[src/rtl/tlb_search_arbiter_if.sv]
// Requester-side bundle of the shared TLB search port: I/D/P lookup
// requests with their VPN2, one-cycle done pulses and the registered result.
interface tlb_search_arbiter_if #(
  parameter int ENTRY_W = 78,
  parameter int TLBNUM  = 16
);
  localparam int IDX_W = $clog2(TLBNUM);

  logic               i_req;
  logic [18:0]        i_vpn2;
  logic               d_req;
  logic [18:0]        d_vpn2;
  logic               p_req;
  logic [18:0]        p_vpn2;
  logic               i_done;
  logic               d_done;
  logic               p_done;
  logic               rsp_found;
  logic [ENTRY_W-1:0] rsp_entry;
  logic [IDX_W-1:0]   rsp_index;

  modport master (
    output i_req, i_vpn2,
    output d_req, d_vpn2,
    output p_req, p_vpn2,
    input  i_done, d_done, p_done,
    input  rsp_found, rsp_entry, rsp_index
  );

  modport slave (
    input  i_req, i_vpn2,
    input  d_req, d_vpn2,
    input  p_req, p_vpn2,
    output i_done, d_done, p_done,
    output rsp_found, rsp_entry, rsp_index
  );
endinterface

[src/rtl/tlb_search_arbiter.sv]
// Serialises I-buffer, D-buffer and TLBP lookups onto the single TLB
// search port (IDLE -> LOOKUP -> DONE), registering the combinational
// result and pulsing done to the winner.
// Ports: clk, rst (async, active-low), bus (requests/done/result),
// tlb_flush, tlb_wr, s_vpn2/s_found/s_entry/s_index (TLB side), busy.
module tlb_search_arbiter #(
  parameter int ENTRY_W = 78,
  parameter int TLBNUM  = 16,
  localparam int IDX_W  = $clog2(TLBNUM)
) (
  input  logic               clk,
  input  logic               rst,
  tlb_search_arbiter_if.slave bus,
  input  logic               tlb_flush,
  input  logic               tlb_wr,
  output logic [18:0]        s_vpn2,
  input  logic               s_found,
  input  logic [ENTRY_W-1:0] s_entry,
  input  logic [IDX_W-1:0]   s_index,
  output logic               busy
);

  localparam logic [1:0] ST_IDLE   = 2'd0;
  localparam logic [1:0] ST_LOOKUP = 2'd1;
  localparam logic [1:0] ST_DONE   = 2'd2;

  localparam logic [1:0] OWN_NONE = 2'd0;
  localparam logic [1:0] OWN_I    = 2'd1;
  localparam logic [1:0] OWN_D    = 2'd2;
  localparam logic [1:0] OWN_P    = 2'd3;

  logic [1:0]         state_q, state_d;
  logic [1:0]         owner_q, owner_d;
  logic               rr_q, rr_d;
  logic [18:0]        vpn_q, vpn_d;
  logic               found_q, found_d;
  logic [ENTRY_W-1:0] entry_q, entry_d;
  logic [IDX_W-1:0]   index_q, index_d;

  logic i_v, d_v;
  logic pick_p, pick_i, pick_d;
  logic own_id;
  logic in_done;

  // flush masks I/D in the grant cycle; rr=1 lets I win a tie
  assign i_v    = bus.i_req & ~tlb_flush;
  assign d_v    = bus.d_req & ~tlb_flush;
  assign pick_p = bus.p_req;
  assign pick_i = ~pick_p & i_v & (~d_v | rr_q);
  assign pick_d = ~pick_p & d_v & (~i_v | ~rr_q);
  assign own_id = (owner_q == OWN_I) | (owner_q == OWN_D);

  always_comb begin
    state_d = state_q;
    owner_d = owner_q;
    rr_d    = rr_q;
    vpn_d   = vpn_q;
    found_d = found_q;
    entry_d = entry_q;
    index_d = index_q;
    unique case (state_q)
      ST_IDLE: begin
        owner_d = OWN_NONE;
        if (!tlb_wr) begin
          unique case (1'b1)
            pick_p: begin
              owner_d = OWN_P;
              vpn_d   = bus.p_vpn2;
              state_d = ST_LOOKUP;
            end
            pick_i: begin
              owner_d = OWN_I;
              vpn_d   = bus.i_vpn2;
              state_d = ST_LOOKUP;
            end
            pick_d: begin
              owner_d = OWN_D;
              vpn_d   = bus.d_vpn2;
              state_d = ST_LOOKUP;
            end
            default: ;
          endcase
        end
      end
      ST_LOOKUP: begin
        if (tlb_wr) begin
          // array changing under us: drop result, requester re-arbitrates
          state_d = ST_IDLE;
          owner_d = OWN_NONE;
        end else begin
          found_d = s_found;
          entry_d = s_entry;
          index_d = s_index;
          if (tlb_flush && own_id) begin
            state_d = ST_IDLE;
            owner_d = OWN_NONE;
          end else begin
            state_d = ST_DONE;
          end
        end
      end
      ST_DONE: begin
        state_d = ST_IDLE;
        owner_d = OWN_NONE;
        if (owner_q == OWN_I) rr_d = 1'b0;
        if (owner_q == OWN_D) rr_d = 1'b1;
      end
      default: begin
        state_d = ST_IDLE;
        owner_d = OWN_NONE;
      end
    endcase
  end

  always_ff @(posedge clk or negedge rst) begin
    if (!rst) begin
      state_q <= ST_IDLE;
      owner_q <= OWN_NONE;
      rr_q    <= 1'b0;
      vpn_q   <= '0;
      found_q <= 1'b0;
      entry_q <= '0;
      index_q <= '0;
    end else begin
      state_q <= state_d;
      owner_q <= owner_d;
      rr_q    <= rr_d;
      vpn_q   <= vpn_d;
      found_q <= found_d;
      entry_q <= entry_d;
      index_q <= index_d;
    end
  end

  // done decoded from flopped state/owner; flush kills I/D pulse only
  assign in_done    = (state_q == ST_DONE);
  assign bus.i_done = in_done & (owner_q == OWN_I) & ~tlb_flush;
  assign bus.d_done = in_done & (owner_q == OWN_D) & ~tlb_flush;
  assign bus.p_done = in_done & (owner_q == OWN_P);

  assign bus.rsp_found = found_q;
  assign bus.rsp_entry = entry_q;
  assign bus.rsp_index = index_q;

  assign s_vpn2 = vpn_q;
  assign busy   = (state_q != ST_IDLE);

endmodule

[src/flat_wrapper.sv]
// flat-port wrapper written by rule: the top's interface ports become plain ports
module tlb_search_arbiter_flat 
#(
  parameter int ENTRY_W = 78,
  parameter int TLBNUM  = 16,
  localparam int IDX_W  = $clog2(TLBNUM)
)
  (clk, rst, tlb_flush, tlb_wr, s_vpn2, s_found, s_entry, s_index, busy, bus_i_req, bus_i_vpn2, bus_d_req, bus_d_vpn2, bus_p_req, bus_p_vpn2, bus_i_done, bus_d_done, bus_p_done, bus_rsp_found, bus_rsp_entry, bus_rsp_index);
  tlb_search_arbiter_if #(.ENTRY_W(ENTRY_W), .TLBNUM(TLBNUM)) bus_i ();
  input  logic clk;
  input  logic rst;
  input  logic tlb_flush;
  input  logic tlb_wr;
  output logic [18:0] s_vpn2;
  input  logic s_found;
  input  logic [ENTRY_W-1:0] s_entry;
  input  logic [IDX_W-1:0] s_index;
  output logic busy;
  input wire logic [$bits(bus_i.i_req)-1:0] bus_i_req;
  input wire logic [$bits(bus_i.i_vpn2)-1:0] bus_i_vpn2;
  input wire logic [$bits(bus_i.d_req)-1:0] bus_d_req;
  input wire logic [$bits(bus_i.d_vpn2)-1:0] bus_d_vpn2;
  input wire logic [$bits(bus_i.p_req)-1:0] bus_p_req;
  input wire logic [$bits(bus_i.p_vpn2)-1:0] bus_p_vpn2;
  output wire logic [$bits(bus_i.i_done)-1:0] bus_i_done;
  output wire logic [$bits(bus_i.d_done)-1:0] bus_d_done;
  output wire logic [$bits(bus_i.p_done)-1:0] bus_p_done;
  output wire logic [$bits(bus_i.rsp_found)-1:0] bus_rsp_found;
  output wire logic [$bits(bus_i.rsp_entry)-1:0] bus_rsp_entry;
  output wire logic [$bits(bus_i.rsp_index)-1:0] bus_rsp_index;
  assign bus_i.i_req = bus_i_req;
  assign bus_i.i_vpn2 = bus_i_vpn2;
  assign bus_i.d_req = bus_d_req;
  assign bus_i.d_vpn2 = bus_d_vpn2;
  assign bus_i.p_req = bus_p_req;
  assign bus_i.p_vpn2 = bus_p_vpn2;
  assign bus_i_done = bus_i.i_done;
  assign bus_d_done = bus_i.d_done;
  assign bus_p_done = bus_i.p_done;
  assign bus_rsp_found = bus_i.rsp_found;
  assign bus_rsp_entry = bus_i.rsp_entry;
  assign bus_rsp_index = bus_i.rsp_index;
  tlb_search_arbiter #(.ENTRY_W(ENTRY_W), .TLBNUM(TLBNUM)) u_core (.clk(clk), .rst(rst), .bus(bus_i), .tlb_flush(tlb_flush), .tlb_wr(tlb_wr), .s_vpn2(s_vpn2), .s_found(s_found), .s_entry(s_entry), .s_index(s_index), .busy(busy));
endmodule
[config.mk]
export PLATFORM = sky130hd
export DESIGN_NAME = tlb_search_arbiter_flat
export DESIGN_NICKNAME = d
export VERILOG_FILES = /design/src/rtl/tlb_search_arbiter_if.sv /design/src/rtl/tlb_search_arbiter.sv /design/src/flat_wrapper.sv
export SDC_FILE = /design/constraint.sdc
export NUM_CORES = 1
export LEC_CHECK = 0
export ABC_AREA = 1
export BUFFER_PORTS_ARGS = -buffer_cell sky130_fd_sc_hd__buf_2
export CORE_ASPECT_RATIO = 1.75
export CORE_MARGIN = 3
export CORE_UTILIZATION = 48
export DETAILED_ROUTE_END_ITERATION = 8
export GPL_TIMING_DRIVEN = 1
export PLACE_DENSITY_LB_ADDON = 0.25
export RECOVER_POWER = 50
export SYNTH_ARGS = -nofsm -noshare
export SYNTH_HDL_FRONTEND = slang
export SYNTH_SLANG_ARGS = --single-unit
[constraint.sdc]
create_clock -name clk -period 1.8 [get_ports clk]
set_input_delay 0.09 -clock clk [delete_from_list [all_inputs] [get_ports clk]]
set_output_delay 0.09 -clock clk [all_outputs]
set_load 0.1 [all_outputs]
# ---- Yosys cells after proc, flatten, opt, wreduce, memory -nomap -nowiden
# Index checks and enable logic that the tools add are counted.
dict set report totals {
  register_bits 107
  latchBits 0
  ramBits 0
  mem_bits_ro 0
  in_bits 147
  output_inout_bits 106
  word_cells 58
  mem_count 0
}
dict set report op_classes {
  add_sub_neg 0
  multipliers 0
  div_mod_pow 0
  magnitude_cmp 0
  eq_ne 8
  n_shift 0
  mux 13
  bitwise 20
  n_reduce_logical 10
}
# cell n
set ops {}
lappend ops {{$pmux 19 s3} 1}
lappend ops {{$mux 2} 7}
lappend ops {{$and 1x1->1} 11}
lappend ops {{$pmux 2 s2} 2}
lappend ops {{$eq 2x2->1 const B} 3}
lappend ops {{$not 1->1} 6}
lappend ops {{$pmux 2 s3} 1}
lappend ops {{$reduce_and 2->1} 3}
lappend ops {{$eq 2x1->1 const B} 2}
lappend ops {{$ne 2x2->1 const B} 2}
lappend ops {{$reduce_bool 2->1} 2}
lappend ops {{$ne 3x2->1 const B} 1}
lappend ops {{$or 1x1->1} 3}
lappend ops {{$reduce_and 3->1} 1}
lappend ops {{$reduce_bool 3->1} 1}
lappend ops {{$reduce_or 3->1} 1}
lappend ops {{$logic_not 2->1} 1}
lappend ops {{$mux 1} 2}
lappend ops {{$logic_and 1x1->1} 1}

# ---- Depth between registers and ports, before layout
# Gate-level depths: netlist (run 1).
dict set report logic_depth {
  ltp_word 9
  ltp_mapped 8
  mapped_depth_nobuf 7
}

# ---- Worst setup path after synthesis (run 1)
# No wires, ideal clock.
dict set report synth_path {
  kind {reg-to-output}
  start {register u_core.owner_q[0]}
  end {output bus_d_done}
  t_arrival_ns 2.666
  setup_slack_ns -0.956
  stages_incl_launch_ff 5
  path_buffers 0
  path_cell_list {dfrtp_1 > inv_1 > ha_1 > inv_1 > nor3_1}
}
dict set report synth_via {
  elab_chain_len 3
}
# element line_no
set synth_rtl {}
lappend synth_rtl {{start, declared} tlb_search_arbiter.sv:33} ;# logic [1:0] owner_q, owner_d;
lappend synth_rtl {{start signal, assigned} tlb_search_arbiter.sv:126} ;# owner_q <= owner_d;
lappend synth_rtl {{$eq 2x2->1} tlb_search_arbiter.sv:138} ;# assign bus.d_done = in_done & (owner_q == OWN_D) & ~tlb_flush;
lappend synth_rtl {{$and 1x1->1 (2 in a row)} tlb_search_arbiter.sv:138}
lappend synth_rtl {{end, declared} flat_wrapper.sv:26} ;# output wire logic [$bits(bus_i.d_done)-1:0] bus_d_done;
# Every way passes these cells.

# ---- Final worst setup path (run 1)
# Same ends and word-level chain as after synthesis.

==> results.py, run 1 <==
metrics = {
    "floorplanning": {
        "die_h_um": 137,
        "ios": 253,
        "rows": 47,
        "start_util": 0.495,
        "die_x_um": 80.7,
        "core_area_um2": 9470,
        "die_area_um2": 11000,
    },
    "logic_synthesis": {
        "synth_cells": 567,
        "yosys.area.top_type": "dfrtp_1",
        "syn_nets": 717,
        "syn_avg_cell_area_um2": 8.27,
        "ys.warnings.count": 0,
        "ys_seq_area_frac": 0.571,
        "synth_top_area_share": 0.571,
        "ys_seq_elements": 107,
        "ys_top_cells_by_area": "dfrtp_1 (57%), nand2_1 (25%), nand3_1 (8.4%), buf_6 (2.2%), buf_4 (1.6%)",
        "syn_area_um2": 4690,
        "yosysUniqueCellTypes": 19,
    },
    "timing": {
        "slew_viol_final": 0,
        "tightest_slew_ns": 0.781,
        "timing.fmax_ghz": 0.603,
        "post-route-period-util": 0.921,
        "finalHoldViolCount": 0,
        "rsz0062_at_grt": "no",
        "slew_headroom": 0.479,
        "tns_ns": 0,
        "setup_viol": 0,
        "fin_crit_ns": 1.66,
        "setup_ws_ns": 0.142,
        "clock_skew_ns": 0.00946,
    },
    "clock_network": {
        "clk_pin_slew_ns": 0.07,
        "cts_tree": "yes",
        "cts.sinks": 107,
        "cts-root-buf": "clkbuf_16",
        "insertion_delay_ns": 0.34,
        "htreeDepth": 3,
        "cts-buffers-inserted": 9,
        "clk_path_buf_depth": 2,
    },
    "pwr": {
        "clockPowerShare": 0.166,
        "power.switching_mw": 6.71,
        "ir_drop_v": 0.00105,
        "pwr-share-seq": 0.287,
        "switching_share": 0.569,
        "power_density_nw_per_um2": 1650,
        "power_frac_comb": 0.547,
        "p_int_mw": 5.08,
        "leakagePower_nw": 4.08,
    },
    "critical_path": {
        "cp_max_fo": 3,
        "critPathLaunch": "u_core.owner_q[0]",
        "r2r_end": "u_core.bus.rsp_entry[63]",
        "crit_path_start_kind": "flip-flop",
        "cpPeakStageDelay_ns": 0.40,
        "crit_path_end": "bus_d_done",
        "worstSetupPathType": "flip-flop to primary output",
        "end_kind": "primary output",
        "cpMostUsedCell": "inv_1",
        "worstPathArrival_ns": 1.57,
        "worst_ep_required_time_ns": 1.71,
        "worstPathCellList": "inv_1, ha_1, inv_1, nor3_2, buf_4",
        "critPathSlowestCell": "dfrtp_1",
        "ff2ff_path_depth": 5,
        "regToRegSetupSlack_ns": 0.24,
        "r2r_start": "u_core.state_q[1]",
    },
    "grt": {
        "antenna_found_initial": 0,
        "grt_overflow_total": 0,
        "grt_max_degree": 84,
        "grt_pass1_wl_mm": 24.6,
        "grt_pass1_vias": 5158,
        "grt_usage": 0.289,
    },
    "route": {
        "routed_wirelength_mm": 15.8,
        "vias_per_cell": 5.04,
        "top_layer": "met4",
        "drc": 0,
        "wl_per_cell_um": 15.4,
        "wl_met1_mm": 5.44,
        "wl_met2_mm": 8.54,
        "num_vias": 5151,
        "met3_length_mm": 1.28,
        "drtIter0Drc": 248,
        "drt_pre_antenna_iters": 5,
        "drtAntennaViolNets": 0,
    },
    "placement": {
        "pre_cts_ws_ns": 0.359,
        "io_buffers": 252,
        "placed_area_um2": 6030,
        "gp_routability_congestion": 0.853,
        "dp_hpwl_mm": 9.77,
    },
    "final_layout": {
        "layout.nets": 1045,
        "layout-drive-gt1-share": 0.322,
        "fin_util": 0.754,
        "fin_area_um2": 7140,
        "syn2layout_area_growth_pct": 52.2,
    },
    "min_path": {
        "min_path_type": "input pin to flip-flop",
    },
    "status": {
        "status": "finished, final reports clean",
    },
    "flow_run": {
        "max-cap-violations": 0,
    },
}
synth_stat cells:
cell type / number
buf_2: 11
nor2_2: 2
o21ai_1: 1
ha_1: 3
nand3_4: 1
nand2_1: 318
clkbuf_1: 2
nor2_1: 4
nand3_2: 1
nand3_1: 79
buf_6: 9
o21ai_0: 3
dfrtp_1: 107
nor3_2: 1
or2_2: 1
nor3_1: 1
buf_4: 10
inv_1: 11
inv_2: 2
cell families (layout without fill, tap and decap cells):
| group | Yosys count | in the layout | synth area share |
|---|---|---|---|
| AND/OR/NAND/NOR | 408 | 408 | 0.355 |
| flip-flops | 107 | 107 | 0.571 |
| buffers and inverters | 45 | 378 | 0.0614 |
| AO/OA/AOI/OAI | 4 | 4 | 0.00427 |
| adder cells (fa/ha/maj) | 3 | 3 | 0.00801 |
| other | 0 | 1 | 0 |
metrics by stage:
step                hold slack [ns]  std cells  total power [mW]
global route                 0.0803       1022              12.2
CTS                          0.0580       1022              11.8
detailed placement           0.0595        922              9.64
finish                       0.0675       1023              11.8
global placement             0.0582        922              9.57
floorplan                    -0.206        567              8.51
cell type report:
class / count / area [µm²]
Timing Repair Buffer: 349 / 2220
Multi-Input combinational cell: 415 / 1730
Clock buffer: 13 / 250
Clock inverter: 3 / 46.3
Inverter: 13 / 48.8
Sequential cell: 107 / 2680
Tap cell: 122 / 153
Antenna cell: 1 / 2.50
Fill cell: 631 / 2330
worst min path at each step:
| stage | from | endpoint | slack, ns | cells after the start |
|---|---|---|---|---|
| 2_1_floorplan | rst | u_core.bus.rsp_entry[0] | -0.21 | 0 |
| 3_3_place_gp | rst | u_core.bus.rsp_entry[17] | 0.06 | 1 |
| 3_5_place_dp | rst | u_core.bus.rsp_entry[17] | 0.06 | 1 |
| 4_1_cts | bus_i_vpn2[0] | u_core.s_vpn2[0] | 0.06 | 5 |
| 5_1_grt | bus_i_vpn2[0] | u_core.s_vpn2[0] | 0.08 | 5 |
| 6_report | bus_i_vpn2[0] | u_core.s_vpn2[0] | 0.07 | 5 |
power by group through the flow:
| stage | clock network (mW) | logic, mW | registers [mW] |
|---|---|---|---|
| 2_1_floorplan | 0 | 0.733 | 7.78 |
| 3_3_place_gp | 0 | 6.21 | 3.36 |
| 3_5_place_dp | 0 | 6.27 | 3.37 |
| 4_1_cts | 2.00 | 6.42 | 3.34 |
| 5_1_grt | 2.12 | 6.68 | 3.44 |
| 6_report | 1.96 | 6.45 | 3.38 |
worst max-delay path, delay by kind of cell (launching register included):
| family | cells | cell delay, ns |
|---|---|---|
| buf+inv | 3 | 0.46 |
| flops | 1 | 0.40 |
| simple gates | 1 | 0.22 |
| fa+ha+maj | 1 | 0.14 |
flip-flops by register name, indices dropped and copies added, names as in the netlist:
| name | flops |
|---|---|
| u_core.bus.rsp_entry | 78 |
| u_core.bus.rsp_index | 4 |
| u_core.bus.rsp_found | 1 |
| u_core.owner_q | 2 |
| u_core.state_q | 2 |
| u_core.rr_q | 1 |
| u_core.s_vpn2 | 19 |
layout by cell type (no fill, tap or decap), types with 2 or more instances in the layout:
| cell | n |
|---|---|
| buf_12 | 2 |
| buf_2 | 200 |
| buf_4 | 10 |
| clkbuf_1 | 3 |
| clkbuf_16 | 9 |
| clkbuf_2 | 52 |
| dfrtp_1 | 107 |
| dlygate4sd3_1 | 84 |
| ha_1 | 3 |
| inv_1 | 10 |
| inv_2 | 3 |
| nand2_1 | 317 |
| nand3_1 | 79 |
| nor2_1 | 3 |
| nor2_2 | 3 |
| nor3_2 | 2 |
| o21ai_0 | 3 |
metal layers:
metal	vias to the layer above	global-route usage
met4	0	0.144
met3	53	0.0679
li1	2420	-
met5	-	0
met2	283	0.524
met1	2395	0.305
what timing repair did:
action,4_1_cts,5_1_grt
hold buffers,84,0
endpoints found under the setup margin,1,0
setup buffers,0,0
endpoints found under the hold margin,114,0
gates resized for setup,1,0
No activity file was read; power rests on OpenSTA's default activity.
==> inputs of run 2 (changes only) <==
- CELL_PAD_IN_SITES_DETAIL_PLACEMENT: unset -> 1
- CELL_PAD_IN_SITES_GLOBAL_PLACEMENT: unset -> 1
- CORE_UTILIZATION: 48 -> 34
==> run 2 against run 1 <==
Worst hold slack got worse by 0.052 ns; clock power fell by 5%; global-route usage fell by 6.0 points; clock-buffer cell count fell by 2; critical path type unchanged; critical endpoint is now bus_i_done.
==> results.py, run 2 (same netlist as run 1, synthesis figures left out) <==
metrics = {
    "status": {
        "status": "finished, final reports clean",
    },
    "timing": {
        "slew_headroom": 0.464,
        "finalHoldViolCount": 0,
        "slew_viol_final": 0,
        "tns_ns": 0,
        "clock_skew_ns": 0.0101,
        "setup_viol": 0,
        "post-route-period-util": 0.925,
        "tightest_slew_ns": 0.804,
        "timing.fmax_ghz": 0.601,
        "fin_crit_ns": 1.66,
        "rsz0062_at_grt": "no",
    },
    "grt": {
        "grt_pass1_vias": 5726,
        "antenna_found_initial": 2,
        "grt_pass1_wl_mm": 27.6,
        "grt_max_degree": 85,
        "grt_overflow_total": 0,
        "grt_usage": 0.229,
    },
    "final_layout": {
        "multi_input_area_um2": 1740,
        "final_cell_mix": "nand2_1 (317), buf_2 (197), dfrtp_1 (107)",
        "largest_register_ff_count": 78,
        "final_common_cell": "nand2_1",
        "final_cells": 1074,
        "fin_util": 0.533,
        "layout-drive-gt1-share": 0.321,
        "layout.nets": 1042,
        "syn2layout_area_growth_pct": 53.0,
        "ff_latch_area_um2": 2680,
        "num-fill-cells": 1685,
    },
    "placement": {
        "gp_routability_congestion": 0.792,
        "io_buffers": 252,
        "dp_hpwl_mm": 11.8,
        "dp.cells": 972,
    },
    "pwr": {
        "total_power_mw": 11.7,
        "ir_drop_v": 0.000625,
        "leakagePower_nw": 4.06,
        "power_density_nw_per_um2": 1630,
    },
    "clock_network": {
        "clk_path_buf_depth": 2,
        "clk_pin_slew_ns": 0.07,
        "cts.sinks": 107,
        "cts_tree": "yes",
        "insertion_delay_ns": 0.33,
        "htreeDepth": 3,
        "cts-root-buf": "clkbuf_16",
        "cts-buffers-inserted": 9,
        "post_cts_buffers": 0,
    },
    "critical_path": {
        "regToRegSetupSlack_ns": 0.27,
        "crit_family": "buffers and inverters",
        "critPathSlowestCell": "buf_2",
        "cp_max_fo": 2,
        "worst_ep_required_time_ns": 1.71,
        "worstPathArrival_ns": 1.57,
        "crit_path_start_kind": "flip-flop",
        "ff2ff_path_depth": 4,
        "worstSetupPathType": "flip-flop to primary output",
        "cpPeakStageDelay_ns": 0.43,
        "critPathBufInv": 2,
        "crit_cells": 5,
        "worstPathCellList": "inv_1, nor2_1, nand2_1, nor2_2, buf_2",
        "end_kind": "primary output",
    },
    "route": {
        "routed_wirelength_mm": 17.6,
        "vias_per_cell": 4.75,
        "drtAntennaViolNets": 0,
        "wl_per_cell_um": 16.4,
        "drc": 0,
        "drt_pre_antenna_iters": 4,
        "drtIter0Drc": 111,
        "num_vias": 5103,
    },
    "min_path": {
        "min_path_type": "input pin to flip-flop",
        "hold_depth": 3,
    },
    "floorplanning": {
        "die_x_um": 94.8,
        "start_util": 0.348,
        "ios": 253,
        "die_h_um": 161,
        "die_area_um2": 15300,
        "core_area_um2": 13500,
        "rows": 56,
    },
    "flow_run": {
        "max-cap-violations": 0,
    },
}
## run 2: per-layer routing
| metal | GRT usage | part of all wire |
|---|---|---|
| met1 | 0.218 | 0.34 |
| met2 | 0.452 | 0.56 |
| met3 | 0.0517 | 0.063 |
| met4 | 0.0894 | 0.032 |
| met5 | 0 | 0 |
## run 2: final cells by class
class	instances	area share
Clock inverter	5	0.00645
Sequential cell	107	0.373
Multi-Input combinational cell	415	0.242
Timing Repair Buffer	346	0.307
Antenna cell	3	0.00105
Inverter	13	0.00680
Tap cell	174	0.0304
Clock buffer	11	0.0324
## run 2: timing repair
| action | in CTS | in global routing |
|---|---|---|
| hold buffers | 83 | 0 |
| resized for setup | 0 | 2 |
| endpoints found under the hold margin | 189 | 0 |
| endpoints found under the setup margin | 0 | 2 |
## run 2: where the power goes
group / switching [mW] / total, mW / leakage [nW] / internal (mW)
Sequential: 0.373 / 3.39 / 1.34 / 3.01
Clock: 0.902 / 1.87 / 0.136 / 0.964
Combinational: 5.53 / 6.46 / 2.59 / 0.931
Total: 6.81 / 11.7 / 4.06 / 4.91
## run 2: worst paths after layout
kind | from | endpoint
setup / recovery | u_core.state_q[1] | bus_i_done
hold / removal | s_entry[21] | u_core.bus.rsp_entry[21]
setup reg to reg | u_core.state_q[1] | u_core.owner_q[1]
hold reg to reg | u_core.bus.rsp_entry[17] | u_core.bus.rsp_entry[17]
max in group asynchronous | rst | u_core.s_vpn2[17]
min in group asynchronous | rst | u_core.bus.rsp_entry[7]
## run 2: stage by stage
| step | setup slack [ns] | cell area [µm²] | hold slack, ns |
|---|---|---|---|
| floorplan | -0.119 | 4700 | -0.206 |
| global placement | 0.361 | 6070 | -0.0608 |
| detailed placement | 0.247 | 6070 | -0.0561 |
| CTS | 0.0245 | 7180 | 0.0122 |
| global route | 0.0110 | 7170 | 0.0226 |
| finish | 0.136 | 7170 | 0.0151 |
## run 2: worst register-to-register path: cells and delay by family (launching register included)
kind | cells | cell delay, ns
DFF | 1 | 0.41
AOI/OAI and AO/OA | 2 | 0.40
buffers and inverters | 1 | 0.34
and+or+nand+nor | 1 | 0.26
